<file path="src/rtl/store_queue_pkg.sv">
// store_queue_pkg: types shared by the committed-store buffer.
//   store_entry_t : one buffered store {addr, value} at the native word width
//   sq_state_e    : drain FSM state
package store_queue_pkg;
  localparam int SQ_ADDR_W = 10;
  localparam int SQ_DATA_W = 32;

  typedef struct packed {
    logic [SQ_ADDR_W-1:0] addr;
    logic [SQ_DATA_W-1:0] value;
  } store_entry_t;

  typedef enum logic {
    SQ_IDLE = 1'b0,
    SQ_REQ  = 1'b1
  } sq_state_e;
endpackage

</file>
<file path="src/rtl/store_fwd_match.sv">
// store_fwd_match: load-forwarding lookup over the store ring.
//   ent_addr/ent_data : ring storage, physical index order
//   head, count       : occupied window is head .. head+count-1 (mod DEPTH)
//   ld_addr           : lookup address
//   ld_hit/ld_data    : youngest occupied match; ld_data is 0 without a hit
module store_fwd_match
  import store_queue_pkg::*;
#(
  parameter int DEPTH  = 8,
  parameter int ADDR_W = SQ_ADDR_W,
  parameter int DATA_W = SQ_DATA_W
) (
  input  logic [DEPTH-1:0][ADDR_W-1:0] ent_addr,
  input  logic [DEPTH-1:0][DATA_W-1:0] ent_data,
  input  logic [$clog2(DEPTH)-1:0]     head,
  input  logic [$clog2(DEPTH):0]       count,
  input  logic [ADDR_W-1:0]            ld_addr,
  output logic                         ld_hit,
  output logic [DATA_W-1:0]            ld_data
);
  localparam int PW = $clog2(DEPTH);
  localparam int CW = PW + 1;

  logic [PW-1:0] idx;

  // Walk oldest to youngest by age offset; a later match overrides an
  // earlier one, so the entry closest to tail wins.
  always_comb begin
    ld_hit  = 1'b0;
    ld_data = '0;
    idx     = '0;
    for (int i = 0; i < DEPTH; i++) begin
      idx = head + PW'(i);
      if ((CW'(i) < count) && (ent_addr[idx] == ld_addr)) begin
        ld_hit  = 1'b1;
        ld_data = ent_data[idx];
      end
    end
  end
endmodule

</file>
<file path="src/rtl/store_queue.sv">
// store_queue: committed-store buffer between ROB commit and data memory.
//   commit_valid/addr/data, commit_ready : push side (ready = not full)
//   mem_req/addr/wdata, mem_ack          : one write in flight, held until ack
//   ld_addr, ld_hit/ld_data              : combinational store-to-load forward
//   count, empty                         : occupancy; empty gates CPU halt
module store_queue
  import store_queue_pkg::*;
#(
  parameter int DEPTH  = 8,
  parameter int ADDR_W = SQ_ADDR_W,
  parameter int DATA_W = SQ_DATA_W
) (
  input  logic                     clk,
  input  logic                     RSTN_N,
  input  logic                     commit_valid,
  input  logic [ADDR_W-1:0]        commit_addr,
  input  logic [DATA_W-1:0]        commit_data,
  output logic                     commit_ready,
  output logic                     mem_req,
  output logic [ADDR_W-1:0]        mem_addr,
  output logic [DATA_W-1:0]        mem_wdata,
  input  logic                     mem_ack,
  input  logic [ADDR_W-1:0]        ld_addr,
  output logic                     ld_hit,
  output logic [DATA_W-1:0]        ld_data,
  output logic [$clog2(DEPTH):0]   count,
  output logic                     empty
);
  localparam int PW = $clog2(DEPTH);
  localparam int CW = PW + 1;

  logic [DEPTH-1:0][ADDR_W-1:0] ent_addr;
  logic [DEPTH-1:0][DATA_W-1:0] ent_data;
  logic [PW-1:0]                head, tail;
  logic [CW-1:0]                count_nxt;
  sq_state_e                    state;
  logic                         push, pop;

  // Ready comes from the registered count only, so a full queue refuses a
  // push even on a cycle that also pops.
  assign commit_ready = (count != CW'(DEPTH));
  assign empty        = (count == '0);
  assign push         = commit_valid && commit_ready;
  assign pop          = (state == SQ_REQ) && mem_ack;
  assign count_nxt    = count + CW'(push) - CW'(pop);

  assign mem_req   = (state == SQ_REQ);
  assign mem_addr  = mem_req ? ent_addr[head] : '0;
  assign mem_wdata = mem_req ? ent_data[head] : '0;

  // Storage needs no reset: nothing reads an entry outside the occupied window.
  always_ff @(posedge clk) begin
    if (push) begin
      ent_addr[tail] <= commit_addr;
      ent_data[tail] <= commit_data;
    end
  end

  always_ff @(posedge clk or negedge RSTN_N) begin
    if (!RSTN_N) begin
      head  <= '0;
      tail  <= '0;
      count <= '0;
    end else begin
      if (push) tail <= tail + 1'b1;
      if (pop)  head <= head + 1'b1;
      count <= count_nxt;
    end
  end

  // Drain FSM. Entering REQ only from a non-zero count guarantees REQ
  // always has a valid head to present.
  always_ff @(posedge clk or negedge RSTN_N) begin
    if (!RSTN_N) begin
      state <= SQ_IDLE;
    end else begin
      case (state)
        SQ_IDLE: if (count != '0) state <= SQ_REQ;
        SQ_REQ:  if (mem_ack && (count_nxt == '0)) state <= SQ_IDLE;
        default: state <= SQ_IDLE;
      endcase
    end
  end

  store_fwd_match #(.DEPTH(DEPTH), .ADDR_W(ADDR_W), .DATA_W(DATA_W)) u_fwd (
    .ent_addr (ent_addr),
    .ent_data (ent_data),
    .head     (head),
    .count    (count),
    .ld_addr  (ld_addr),
    .ld_hit   (ld_hit),
    .ld_data  (ld_data)
  );
endmodule

</file>
<file path="config.mk">
export PLATFORM = sky130hd
export DESIGN_NAME = store_queue
export DESIGN_NICKNAME = d
export VERILOG_FILES = /design/src/rtl/store_queue_pkg.sv /design/src/rtl/store_fwd_match.sv /design/src/rtl/store_queue.sv
export SDC_FILE = /design/constraint.sdc
export NUM_CORES = 1
export LEC_CHECK = 0
export CORE_MARGIN = 2
export CORE_UTILIZATION = 65
export CTS_CLUSTER_DIAMETER = 100
export DETAILED_ROUTE_END_ITERATION = 10
export PLACE_DENSITY = 0.87
export SYNTH_ARGS = -nofsm -noshare
export SYNTH_HDL_FRONTEND = slang
export SYNTH_HIERARCHICAL = 1
export SYNTH_SLANG_ARGS = --single-unit
</file>
<file path="constraint.sdc">
create_clock -name clk -period 10 [get_ports clk]
set_input_delay 1 -clock clk [delete_from_list [all_inputs] [get_ports clk]]
set_output_delay 1 -clock clk [all_outputs]
set_load 0.02 [all_outputs]
</file>
After elaboration in Yosys (flattened, before gate mapping)
Cells that the tools add are included.
{"block": "totals", "output_inout_bits": 82, "regBits": 347, "in_bits": 56}
{"block": "op_classes", "n_eq_ne": 9, "reduce_logical": 15, "n_mux": 59, "n_lt_le_gt_ge": 18, "n_addsub": 10, "bitwise_logic": 1}
{"operator": "$bmux W32 S3", "count": 8}
{"operator": "$mux W32", "count": 18}
{"operator": "$bwmux W256", "count": 1}
{"operator": "$bmux W10 S3", "count": 8}
{"operator": "$mux W10", "count": 10}
{"operator": "$demux W32 S3", "count": 1}
{"operator": "$bwmux W80", "count": 1}
{"operator": "$eq A10 B10 Y1", "count": 8}
{"operator": "$lt A3 B4 Y1 const B", "count": 9}
{"operator": "$demux W10 S3", "count": 1}
{"operator": "$lt A3 B4 Y1 const A", "count": 4}
{"operator": "$add A3 B3 Y3 const B", "count": 4}
{"operator": "$logic_and A1 B1 Y1", "count": 12}
{"operator": "$mux W1", "count": 10}
{"operator": "$logic_not A4 Y1", "count": 2}
{"operator": "$lt A1 B4 Y1 const A", "count": 2}
{"operator": "$lt A2 B4 Y1 const A", "count": 2}
{"operator": "$add A3 B1 Y3 const B", "count": 2}
{"operator": "$add A3 B2 Y3 const B", "count": 2}
{"operator": "$add A4 B1 Y4", "count": 1}
{"operator": "$ne A4 B4 Y1 const B", "count": 1}
{"operator": "$reduce_bool A4 Y1", "count": 1}
{"operator": "$sub A4 B1 Y4", "count": 1}
{"operator": "$ge A3 B1 Y1 const B", "count": 1}
{"operator": "2 further kinds", "count": 2}

Longest topological paths before layout
{"block": "logic_depth", "depth_word": 12, "mapped_depth": 20}

Hierarchy
Netlist, hierarchy kept.
{"module": "store_fwd_match", "instances": 1, "cells_each": 1573, "area_each_um2": 15726.3}
{"module": "store_queue", "instances": 1, "cells_each": 557, "area_each_um2": 13192.7}

Least setup slack after synthesis
Ideal clock, no wire load.
{"block": "synth_timing", "kind": "reg2out", "from": "reg head[1]", "to": "out ld_data[12]", "t_required_ns": 9.000, "stages_incl_launch_ff": 17, "n_path_buf": 6, "t_arrival_ns": 4.724, "slack_ns": 4.276, "cell_sequence": "dfrtp_1 > buf_2 > buf_2 > clkbuf_1 > inv_1 > ha_1 > buf_4 > buf_2 > mux4_2 > xnor2_1 > a311oi_1 > nor4_1 > clkbuf_1 > nand4_1 > mux2i_1 > a311oi_1 > o32ai_1"}
{"block": "synth_via", "elab_chain_len": 12, "elab_cells_between_ends": 63, "cone_classes": "add/sub: 7; eq/ne: 8; mux: 40; reduce/logical: 8"}
{"item": "start, declared", "line": "store_queue.sv:34", "rtl": "logic [PW-1:0] head, tail;"}
{"item": "start signal, assigned", "line": "store_queue.sv:66", "rtl": "if (pop) head <= head + 1'b1;"}
{"item": "$add A3 B1 Y3 or $bmux W10 S3 (tied branches)", "line": "store_fwd_match.sv:33, store_fwd_match.sv:34"}
{"item": "$bmux W10 S3 or $mux W10 (tied branches)", "line": "store_fwd_match.sv:34", "rtl": "if ((CW'(i) < count) && (ent_addr[idx] == ld_addr)) begin"}
{"item": "$mux W10 (not written as such) or $eq A10 B10 Y1 (tied branches)", "line": "store_fwd_match.sv:34"}
{"item": "$eq A10 B10 Y1 or $logic_and A1 B1 Y1 (tied branches)", "line": "store_fwd_match.sv:34"}
{"item": "$logic_and A1 B1 Y1 or $mux W32 (tied branches)", "line": "store_fwd_match.sv:34"}
{"item": "$mux W32 (6 in a row)", "line": "store_fwd_match.sv:34"}
{"item": "$mux W32 (*)", "line": "store_fwd_match.sv:34"}
{"item": "end, declared", "line": "store_queue.sv:25", "rtl": "output logic [DATA_W-1:0] ld_data,"}
Mark *: on every way between the ends. The rest lies on a longest branch, timed or not. The select of a mux whose other input is x is not followed.

Final worst setup path
{"block": "layout_timing", "from": "reg head[0]", "to": "out ld_data[13]"}
Same word-level chain as after synthesis.

==> impl_metrics.yaml <==
synth:
  synth_area_sq_um: 28900
  syn_avg_cell_area_sq_um: 13.6
  ys_ff_latch: 347
  netlist_top_cells_count: "433 x mux4_2, 336 x edfxtp_1, 336 x nand2_1"
  syn_nets: 2197
  synth_area_leaders: "edfxtp_1 35%, mux4_2 34%, nand2_1 4.4%"
  ys_warn_count: 6
  yosysUniqueCellTypes: 62
  synthFlopType: "edfxtp_1"
  synth_cells: 2130
  synth_top_cell_area_share_pct: 34.9
  yosysMostFrequentCell: "mux4_2"
  synth_edf_count: 336
  synth_seq_area_share_pct: 35.8
  yosys.area.top_type: "edfxtp_1"
  synth_async_sr_flop_share_pct: 3.17
min_path:
  hold_start: "tail[0]$_DFFE_PN0P_"
  min_path_type: "flip-flop to flip-flop"
clock_tree:
  path_clk_slew_ns: 0.06
  cts_setup_buffers: 0
  clock_path_buffers: 3
  clock-sinks: 347
  cts_tree: "done"
  clock_latency_ns: 0.59
  root_buffer: "clkbuf_16"
  numCtsBuffers: 39
  cts-resized-gates: 0
  h-tree-depth: 2
  hold_buffers: 0
global_route:
  grt_pass1_wl_microns: 132000
  globalRouteTotalUtil_pct: 37.6
  first_global_vias: 22500
  grt_max_degree: 141
  grt_overflow: 0
  antenna_found_initial: 4
critical_path:
  rr_startpoint: "head[1]$_DFFE_PN0P_"
  slowest_stage: "dfrtp_4"
  worstSetupStartpoint: "head[0]$_DFFE_PN0P_"
  cp_max_fo: 140
  critPathCaptureType: "output pin"
  path_cells: "buf_12 -> buf_4 -> mux4_2 -> xnor2_1 -> nand4_1 -> a211oi_1 -> and4_1 -> buf_4 -> or4b_2 -> buf_4 -> a211oi_2 -> o32ai_1 -> clkdlybuf4s50_1"
  crit_type: "flip-flop to output pin"
  crit_required_ns: 9.00
  reg2reg_slack_ns: 6.53
  cpMostUsedCell: "buf_4"
  cp_slowest_stage_delay_ns: 0.91
  crit_arrival_ns: 7.88
  cp-start-kind: "flip-flop"
route:
  vias_per_cell: 8.21
  first_iter_violations: 3491
  vias: 22600
  detail-route-antenna-nets: 0
  wl_per_cell_microns: 31.6
  routed_wirelength_microns: 87000
  drtPass1Iterations: 6
  drc_errors: 0
floorplanning:
  start_util_pct: 65.7
  design.die.area_sq_um: 46200
  die_y_microns: 215
  rows: 77
  core_area_sq_um: 44000
  ios: 138
  die_w_microns: 215
sta:
  slew_viol_final: 0
  fmax_mhz: 113
  worst_slew_pin_slew_ns: 1.41
  setup_viol: 0
  fin_crit_sh_pct: 88.8
  tns_ns: 0
  fin_skew_ns: 0.0258
  slew-limit-headroom_pct: 5.70
  hold_viol: 0
  rsz0062_at_grt: "no"
  fin_crit_ns: 8.88
finish:
  layout-drive-gt1-share_pct: 30.7
  syn_to_final_growth_pct: 9.54
  fin_nets: 2199
placed_design:
  place_hpwl_microns: 50800
  globalplace.congestion: 1.04
  port_buffers: 137
power_and_ir_drop:
  sw_frac_of_total_pct: 47.0
  p_int_mw: 6.48
  pwr-share-seq_pct: 18.0
  p_leak_nw: 10.8
  p_per_area_nw_per_um2: 386
  total_power_mw: 12.2
  combPwrFrac_pct: 70.8
  p_clk_share_pct: 11.2
  vdd_ir_drop_max_mv: 0.437
  p_sw_mw: 5.75
status:
  outcome: "completed"
job:
  drv_cap: 0
[placed cells by master, fill, tap and decap left out, types with 43 or more instances in the layout]
master	instances
mux2_2	65
a22o_1	43
nand3_1	54
buf_4	47
edfxtp_1	336
nand2_1	336
clkdlybuf4s50_1	137
mux4_2	433
mux2i_1	120
xnor2_1	73
[sequential cells by signal, indices dropped and copies added (netlist names)]
signal    flops
ent_addr     80
count         4
head          3
ent_data    256
tail          3
mem_req       1
[worst max-delay path: cells and delay by family, from the launching register on]
kind                      cells  cell delay [ns]
and+or+nand+nor               3             1.11
AOI/OAI and AO/OA             3             0.99
xor gates and xnor gates      1             0.23
buffers and inverters         5             3.32
DFF                           1             0.91
muxes                         1             0.43
[power by group through the flow]
stage | Clock [mW] | Sequential, mW | Combinational (mW)
floorplan | 0 | 2.04 | 6.45
global placement | 0 | 2.17 | 8.08
detailed placement | 0 | 2.22 | 8.34
CTS | 1.38 | 2.19 | 8.41
global route | 1.44 | 2.23 | 9.04
finish | 1.37 | 2.20 | 8.67
[kinds of logic after synthesis]
family,share of synthesized area (%)
buffers and inverters,4.09
muxes,40.5
and+or+nand+nor,8.78
xor gates and xnor gates,2.82
DFF,35.8
AOI/OAI and AO/OA,7.48
adders and majority gates,0.502
[area by class of cell]
type	instances	area [sq um]
Multi-Input combinational cell	1540	17600
Fill cell	2702	12400
Sequential cell	347	10400
Timing Repair Buffer	185	1740
Clock buffer	46	1050
Tap cell	592	741
Clock inverter	25	136
Inverter	19	71.3
Antenna cell	1	2.50
[metal layers]
metal  vias up  routed length, microns  global-route usage (%)
li1       8819                       -                       -
met1     11000                   27700                    48.9
met2      2178                   39400                    56.9
met3       592                   13700                    11.1
met4         6                    6180                    22.0
met5         -                      31                       0
[path summary, 6_finish.rpt]
kind	endpoint	depth (start not counted)
max in group asynchronous	head[0]$_DFFE_PN0P_	1
setup reg to reg	head[1]$_DFFE_PN0P_	4
hold / removal	tail[0]$_DFFE_PN0P_	1
setup / recovery	ld_data[13]	13
hold reg to reg	tail[0]$_DFFE_PN0P_	1
min in group asynchronous	tail[1]$_DFFE_PN0P_	1
[stage by stage]
step / util [%] / setup slack [ns] / hold slack (ns) / cells / instance area (sq um)
floorplan: - / 4.28 / 0.475 / 2130 / 28900
global placement: 69.2 / 2.17 / 0.501 / 2683 / 30500
detailed placement: 69.2 / 2.08 / 0.507 / 2683 / 30500
CTS: 71.9 / 1.44 / 0.521 / 2754 / 31700
global route: 71.9 / 0.808 / 0.540 / 2755 / 31700
finish: 71.9 / 1.12 / 0.522 / 2755 / 31700
Note: power is estimated with default switching activity, not from simulation.
